### src/rtl/pipe_pkg.sv
// rtl/pipe_pkg.sv - shared pipeline widths, ALU op encodings and control bit positions
package pipe_pkg;

    localparam int XLEN      = 32;
    localparam int OPC_W     = 14;
    localparam int CTRL_W    = 6;
    localparam int REG_IDX_W = 5;

    localparam int READ_MMU  = 0;
    localparam int WRITE_MMU = 1;
    localparam int BYTE_SEL  = 2;
    localparam int WRITE_REG = 3;

    typedef enum logic [3:0] {
        ALU_ADD    = 4'd0,
        ALU_SUB    = 4'd1,
        ALU_AND    = 4'd2,
        ALU_OR     = 4'd3,
        ALU_XOR    = 4'd4,
        ALU_SLL    = 4'd5,
        ALU_SRL    = 4'd6,
        ALU_MUL    = 4'd7,
        ALU_PASS8  = 4'd8,
        ALU_PASS9  = 4'd9,
        ALU_PASS10 = 4'd10,
        ALU_PASS11 = 4'd11,
        ALU_PASS12 = 4'd12,
        ALU_PASS13 = 4'd13,
        ALU_PASS14 = 4'd14,
        ALU_PASS15 = 4'd15
    } alu_op_e;

    typedef enum logic [1:0] {
        EX_IDLE     = 2'd0,
        EX_MUL_BUSY = 2'd1,
        EX_MUL_DONE = 2'd2
    } ex_state_e;

    // Single-cycle ops; MUL is produced by the iterative multiplier, so it falls to pass-B here.
    function automatic logic [XLEN-1:0] alu_compute(input logic [3:0] op,
                                                    input logic [XLEN-1:0] a,
                                                    input logic [XLEN-1:0] b);
        logic [XLEN-1:0] r;
        case (op)
            ALU_ADD: r = a + b;
            ALU_SUB: r = a - b;
            ALU_AND: r = a & b;
            ALU_OR:  r = a | b;
            ALU_XOR: r = a ^ b;
            ALU_SLL: r = a << b[4:0];
            ALU_SRL: r = a >> b[4:0];
            default: r = b;
        endcase
        return r;
    endfunction

endpackage

### src/rtl/iter_mul.sv
// rtl/iter_mul.sv - 32-cycle shift-add multiplier, low 32 bits of an unsigned product
module iter_mul
    import pipe_pkg::*;
(
    input  logic            clk,
    input  logic            reset,
    input  logic            load_i,
    input  logic            hold_i,
    input  logic            abort_i,
    input  logic [XLEN-1:0] a_i,
    input  logic [XLEN-1:0] b_i,
    output logic            busy_o,
    output logic            done_o,
    output logic [XLEN-1:0] product_o
);

    logic [XLEN-1:0] mcand_q, mcand_d;
    logic [XLEN-1:0] mplier_q, mplier_d;
    logic [XLEN-1:0] acc_q, acc_d;
    logic [4:0]      cnt_q, cnt_d;
    logic            busy_q, busy_d;

    always_comb begin
        mcand_d  = mcand_q;
        mplier_d = mplier_q;
        acc_d    = acc_q;
        cnt_d    = cnt_q;
        busy_d   = busy_q;
        if (abort_i) begin
            busy_d = 1'b0;
            acc_d  = '0;
            cnt_d  = '0;
        end else if (hold_i) begin
            busy_d = busy_q;
        end else if (load_i) begin
            mcand_d  = a_i;
            mplier_d = b_i;
            acc_d    = '0;
            cnt_d    = '0;
            busy_d   = 1'b1;
        end else if (busy_q) begin
            // Partial product only needs the low 32 bits, so the multiplicand shifts out harmlessly.
            if (mplier_q[0]) begin
                acc_d = acc_q + mcand_q;
            end
            mcand_d  = mcand_q << 1;
            mplier_d = mplier_q >> 1;
            cnt_d    = cnt_q + 5'd1;
            if (cnt_q == 5'd31) begin
                busy_d = 1'b0;
            end
        end
    end

    always_ff @(posedge clk) begin
        if (reset) begin
            mcand_q  <= '0;
            mplier_q <= '0;
            acc_q    <= '0;
            cnt_q    <= '0;
            busy_q   <= 1'b0;
        end else begin
            mcand_q  <= mcand_d;
            mplier_q <= mplier_d;
            acc_q    <= acc_d;
            cnt_q    <= cnt_d;
            busy_q   <= busy_d;
        end
    end

    assign busy_o    = busy_q;
    assign done_o    = busy_q && (cnt_q == 5'd31);
    assign product_o = acc_q;

endmodule

### src/rtl/ex_unit.sv
// rtl/ex_unit.sv - execute stage: ALU, iterative MUL sequencing and EX/MEM output latch
module ex_unit
    import pipe_pkg::*;
(
    input  logic                 clk,
    input  logic                 reset,
    input  logic                 in_valid,
    input  logic [XLEN-1:0]      next_pc_in,
    input  logic [OPC_W-1:0]     opcode_in,
    input  logic [XLEN-1:0]      rgS1_data_in,
    input  logic [XLEN-1:0]      rgS2_data_in,
    input  logic [XLEN-1:0]      immed_in,
    input  logic                 y_sel_in,
    input  logic [CTRL_W-1:0]    control_in,
    input  logic [REG_IDX_W-1:0] rgD_index_in,
    input  logic                 flush,
    input  logic                 mem_stall,
    output logic                 stall_out,
    output logic                 out_valid,
    output logic [XLEN-1:0]      result_out,
    output logic [XLEN-1:0]      store_data_out,
    output logic [XLEN-1:0]      next_pc_out,
    output logic [CTRL_W-1:0]    control_out,
    output logic [REG_IDX_W-1:0] rgD_index_out
);

    ex_state_e            state_q, state_d;
    logic                 valid_q, valid_d;
    logic [XLEN-1:0]      result_q, result_d;
    logic [XLEN-1:0]      store_q, store_d;
    logic [XLEN-1:0]      npc_q, npc_d;
    logic [CTRL_W-1:0]    ctrl_q, ctrl_d;
    logic [REG_IDX_W-1:0] rd_q, rd_d;

    logic [3:0]      op;
    logic [XLEN-1:0] op_b;
    logic            mul_load, mul_hold, mul_abort;
    logic            mul_busy, mul_done;
    logic [XLEN-1:0] mul_product;
    logic            unused_opcode_hi;

    assign op               = opcode_in[3:0];
    assign op_b             = y_sel_in ? immed_in : rgS2_data_in;
    assign unused_opcode_hi = ^{opcode_in[OPC_W-1:4], mul_busy};

    iter_mul u_mul (
        .clk       (clk),
        .reset     (reset),
        .load_i    (mul_load),
        .hold_i    (mul_hold),
        .abort_i   (mul_abort),
        .a_i       (rgS1_data_in),
        .b_i       (op_b),
        .busy_o    (mul_busy),
        .done_o    (mul_done),
        .product_o (mul_product)
    );

    always_comb begin
        state_d   = state_q;
        valid_d   = valid_q;
        result_d  = result_q;
        store_d   = store_q;
        npc_d     = npc_q;
        ctrl_d    = ctrl_q;
        rd_d      = rd_q;
        stall_out = 1'b0;
        mul_load  = 1'b0;
        mul_hold  = 1'b0;
        mul_abort = 1'b0;
        if (flush) begin
            state_d   = EX_IDLE;
            valid_d   = 1'b0;
            ctrl_d    = '0;
            mul_abort = 1'b1;
        end else if (mem_stall) begin
            stall_out = 1'b1;
            mul_hold  = 1'b1;
        end else begin
            case (state_q)
                EX_IDLE: begin
                    if (!in_valid) begin
                        valid_d = 1'b0;
                        ctrl_d  = '0;
                    end else if (op == ALU_MUL) begin
                        stall_out = 1'b1;
                        mul_load  = 1'b1;
                        state_d   = EX_MUL_BUSY;
                        valid_d   = 1'b0;
                        ctrl_d    = '0;
                    end else begin
                        valid_d  = 1'b1;
                        result_d = alu_compute(op, rgS1_data_in, op_b);
                        store_d  = rgS2_data_in;
                        npc_d    = next_pc_in;
                        ctrl_d   = control_in;
                        rd_d     = rgD_index_in;
                    end
                end
                EX_MUL_BUSY: begin
                    stall_out = 1'b1;
                    valid_d   = 1'b0;
                    if (mul_done) begin
                        state_d = EX_MUL_DONE;
                    end
                end
                EX_MUL_DONE: begin
                    // ID/EX was held through the multiply, so its fields still belong to this MUL.
                    valid_d  = 1'b1;
                    result_d = mul_product;
                    store_d  = rgS2_data_in;
                    npc_d    = next_pc_in;
                    ctrl_d   = control_in;
                    rd_d     = rgD_index_in;
                    state_d  = EX_IDLE;
                end
                default: state_d = EX_IDLE;
            endcase
        end
    end

    always_ff @(posedge clk) begin
        if (reset) begin
            state_q  <= EX_IDLE;
            valid_q  <= 1'b0;
            result_q <= '0;
            store_q  <= '0;
            npc_q    <= '0;
            ctrl_q   <= '0;
            rd_q     <= '0;
        end else begin
            state_q  <= state_d;
            valid_q  <= valid_d;
            result_q <= result_d;
            store_q  <= store_d;
            npc_q    <= npc_d;
            ctrl_q   <= ctrl_d;
            rd_q     <= rd_d;
        end
    end

    assign out_valid      = valid_q;
    assign result_out     = result_q;
    assign store_data_out = store_q;
    assign next_pc_out    = npc_q;
    assign control_out    = ctrl_q;
    assign rgD_index_out  = rd_q;

endmodule

### config.mk
export PLATFORM = sky130hd
export DESIGN_NAME = ex_unit
export DESIGN_NICKNAME = d
export VERILOG_FILES = /design/src/rtl/pipe_pkg.sv /design/src/rtl/iter_mul.sv /design/src/rtl/ex_unit.sv
export SDC_FILE = /design/constraint.sdc
export NUM_CORES = 1
export LEC_CHECK = 0
export ABC_AREA = 1
export CORE_MARGIN = 5
export CORE_UTILIZATION = 61
export DETAILED_ROUTE_END_ITERATION = 10
export GPL_ROUTABILITY_DRIVEN = 1
export PLACE_DENSITY = 0.88
export SLEW_MARGIN = 20
export SYNTH_ARGS = -nofsm -noshare
export SYNTH_HDL_FRONTEND = slang
export SYNTH_SLANG_ARGS = --single-unit
### constraint.sdc
create_clock -name clk -period 6.29 [get_ports clk]
set_input_delay 0.9435 -clock clk [delete_from_list [all_inputs] [get_ports clk]]
set_output_delay 0.9435 -clock clk [all_outputs]
set_load 0.005 [all_outputs]
==> metrics.md <==
| Metric | Value |
|---|---|
| Status | `finished clean` |
| Final ANT Viol Nets | `0` |
| Post-Syn Nets | `3,442` |
| Pin count of the biggest net entering global routing | `109` |
| First-pass GRT wire length | `115,500 µm` |
| TNS Setup | `0 ns` |
| Vias | `23,234` |
| Max Fanout on Critical Path | `32` |
| Clock tree buffer depth | `3` |
| Wire per inst | `20.49 µm` |
| Worst Setup EP | `result_out[25]` |
| Top-area cell type share of the netlist area | `0.2251` |
| RSZ-0062 raised after global routing | `no` |
| Tcrit/Tclk final | `0.8573` |
| Critical Path Sink Type | `flop` |
| Clk slew on worst S/H paths | `0.06 ns` |
| Vias in the first global route | `21,632` |
| Flop pwr share | `0.332` |
| Setup crit start | `y_sel_in` |
| Yosys top cell by area | `dfxtp_1` |
| HPWL Detailed | `57,360 µm` |
| Setup-failing EPs final | `0` |
| Slew @ Worst Pin | `1.108 ns` |
| Yosys reg bits | `212` |
| Remaining Overflow, GRT | `0` |
| Total net switching power | `1484 µW` |
| Core area | `30,590 µm²` |
| Synth unique cells | `60` |
| Area grow syn2layout | `18.13%` |
| I/O pins | `268` |
| Final Skew | `0.02207 ns` |
| Syn Area/Cell | `5.994 µm²` |
| Worst slew margin | `0.2602` |
| Hold WC Path Type | `flop to flop` |
| Cts repair resizes | `0` |
| Reg2reg start | `state_q[0]` |
| Achievable Freq | `185.4 MHz` |
| Clk sinks | `212` |
| Mapped Area | `18,860 µm²` |
| Clk pwr share | `0.366` |
| TritonCTS clock tree | `built` |
| YS warnings | `0` |
| Crit path kind | `input port to flop` |
| Starting Density | `0.6165` |
| DR vias/cell | `6.247` |
| Synth area leaders | `dfxtp_1 23%, nand2_1 22%, ha_1 9.0%, a21oi_1 7.7%, nand3_1 7.6%` |
| Antenna violations before repair | `0` |
| Internal power | `2697 µW` |
| Critical R2R Capture | `store_data_out[1]` |
| Worst vdd ir | `0.0002131 V` |
| Min cycle time layout | `5.392 ns` |
| Pleak | `0.009960 µW` |
| H-tree depth | `1` |
| R2r setup slk | `2.76 ns` |
| Commonest register cell after synthesis | `dfxtp_1` |
| Final hold slack | `0.4645 ns` |
| Required @ worst endpoint | `6.69 ns` |
| Register-to-Register Path Depth | `9` |
| Startpoint Class | `input port` |
| Post-CTS Hold Buffers | `0` |
| Initial drt markers | `3,490` |
| Root Driver | `clkbuf_16` |
| FP Rows | `64` |
| Max Slew Vio Count | `0` |
| Pre-Repair DR Iteration Count | `9` |
| Post-layout net count | `3,602` |
| Post-synth ARST share | `0` |
| WL final | `76,220 µm` |
| Die height | `185.8 µm` |
| Overall global routing resource usage | `0.4186` |
| Final hold violation count | `0` |
| Cell area power density | `187.7 nW/µm²` |
| Area after DPL | `21,420 µm²` |
| Die footprint | `34,530 µm²` |
| Power Total | `4181 µW` |
| CTS Buf Count | `25` |
| Final instance area | `22,280 µm²` |
| WP data arrival | `5.79 ns` |
| Mapped Cells | `3,146` |
| PortBufs | `257` |
| Max Cap Violations | `0` |
| Share of layout cells above drive strength 1 | `0.04937` |
| DR DRC count | `0` |
| Number of synthesized flops with an enable pin | `0` |
| Die Width | `185.8 µm` |
| Setup bufs post-CTS | `0` |
| Comb power frac | `0.302` |
| Seq/Total Area, Yosys | `0.2251` |
| Routability cong. | `1.076` |
| Sw frac | `0.3550` |
| Later-pin clock latency in the skew report | `0.56 ns` |
==> synth_stat cells, types with 11 or more instances <==
cell and number:
inv_1 231, nand3b_1 11, a311oi_1 51, xor2_1 33, nor2_2 12, buf_2 43
nor3_1 22, clkbuf_1 89, nor2_1 282, nand2_2 18, dfxtp_1 212, nand3_1 286
inv_2 17, ha_1 135, nand4_1 19, nand2_1 1100, o21ai_1 25, a21oi_1 289
a21o_1 11, o211ai_1 15, o21ai_0 107
==> power groups by stage <==
| stage | Clock, µW | Sequential [µW] | Combinational [µW] |
|---|---|---|---|
| 2_1_floorplan | 0 | 1420 | 759 |
| 3_3_place_gp | 0 | 1410 | 1180 |
| 3_5_place_dp | 0 | 1420 | 1200 |
| 4_1_cts | 1530 | 1390 | 1210 |
| 5_1_grt | 1590 | 1390 | 1360 |
| 6_report | 1530 | 1390 | 1260 |
==> through the flow <==
step           worst slack (ns)  utilization  cells
2_1_floorplan             2.092            -   3146
5_1_grt                  0.7474       0.7282   3718
3_5_place_dp             0.5577       0.7004   3675
4_1_cts                   1.116       0.7280   3718
3_3_place_gp             0.5879       0.7004   3675
6_report                 0.8976       0.7283   3719
==> logic make-up after synthesis <==
family	share of synthesized area
XOR/XNOR	0.01811
flip-flops	0.2251
adder cells (fa/ha/maj)	0.09169
AND/OR/NAND/NOR	0.3962
buffers and inverters	0.08804
AO/OA/AOI/OAI	0.1809
==> worst min-delay path by stage <==
stage | startpoint | to | slack (ns) | cells past startpoint
finish | result_out[14] | result_out[14] | 0.46 | 2
global route | store_data_out[8] | store_data_out[8] | 0.49 | 2
CTS | u_mul.mplier_q[31] | u_mul.mplier_q[31] | 0.46 | 2
detailed placement | store_data_out[7] | store_data_out[7] | 0.45 | 2
global placement | next_pc_out[15] | next_pc_out[15] | 0.45 | 2
floorplan | u_mul.mplier_q[31] | u_mul.mplier_q[31] | 0.44 | 2
==> registers in the layout, summed over array words and instances (netlist names) <==
| name | count |
|---|---|
| next_pc_out | 32 |
| result_out | 32 |
| store_data_out | 32 |
| u_mul.mcand_q | 32 |
| u_mul.mplier_q | 32 |
| u_mul.product_o | 32 |
| control_out | 6 |
| rgD_index_out | 5 |
| u_mul.cnt_q | 5 |
| state_q | 2 |
| out_valid | 1 |
| u_mul.busy_o | 1 |
==> final cells by class <==
cell class	count	area, µm²
diodes	1	2.502
clock buffers	31	688.2
clock inverters	12	156.4
fillers	2554	8312
inverters	249	937.1
multi-input cells	2533	12970
flip-flops and latches	212	4244
well taps	396	495.5
repair buffers	285	2788
==> per-layer routing <==
layer,global-route usage,wire (µm),up-vias,part of all wire
met5,0,0,-,0
met4,0.2040,4854,0,0.064
met3,0.1042,9525,339,0.12
met2,0.6729,33950,1530,0.45
met1,0.5252,27890,10659,0.37
li1,-,-,10706,-
==> cell usage in the layout (no fill, tap or decap), types with 6 or more instances in the layout <==
cell type	synthesis	layout
inv_2	17	17
nand4_1	19	19
buf_4	7	27
a21oi_1	289	289
clkdlybuf4s50_1	0	256
inv_1	231	230
nand3_1	286	286
xor2_1	33	33
o211ai_1	15	15
ha_1	135	135
nand2_2	18	19
clkinv_2	0	8
o21ai_0	107	107
a211oi_1	8	8
nor2_1	282	281
o2111ai_1	10	10
a311oi_1	51	51
o21ai_1	25	25
a221oi_1	10	10
o21bai_1	9	9
a31oi_1	8	8
clkbuf_16	0	25
nand2_1	1100	1098
nand2_4	6	7
xnor2_1	6	6
a311oi_2	10	10
nor3_1	22	22
a21o_1	11	11
dfxtp_1	212	212
or2_2	10	10
nor2_2	12	13
nand3b_1	11	11
==> critical path, stage by stage <==
cell and delay [ns]:
clkdlybuf4s50_1 0.68, inv_2 0.35, nand2_1 0.17, nand2_2 0.18, nor2_1 0.49, nand4_2 0.23
inv_2 0.11, nand2_4 0.08, nor2_8 0.16, nand4_4 0.13, o31ai_2 0.23, xor2_1 0.13
ha_1 0.42, nand2_1 0.10, nor2_1 0.21, nand2_1 0.11, nor4_1 0.24, nand2_1 0.14
nand3_1 0.10, nand2_1 0.06, nand3_1 0.10, nand3_1 0.10, nand2_1 0.10, nand2_1 0.05
nand2_1 0.10, a21oi_1 0.07
Power figures use the tool's default switching activity.
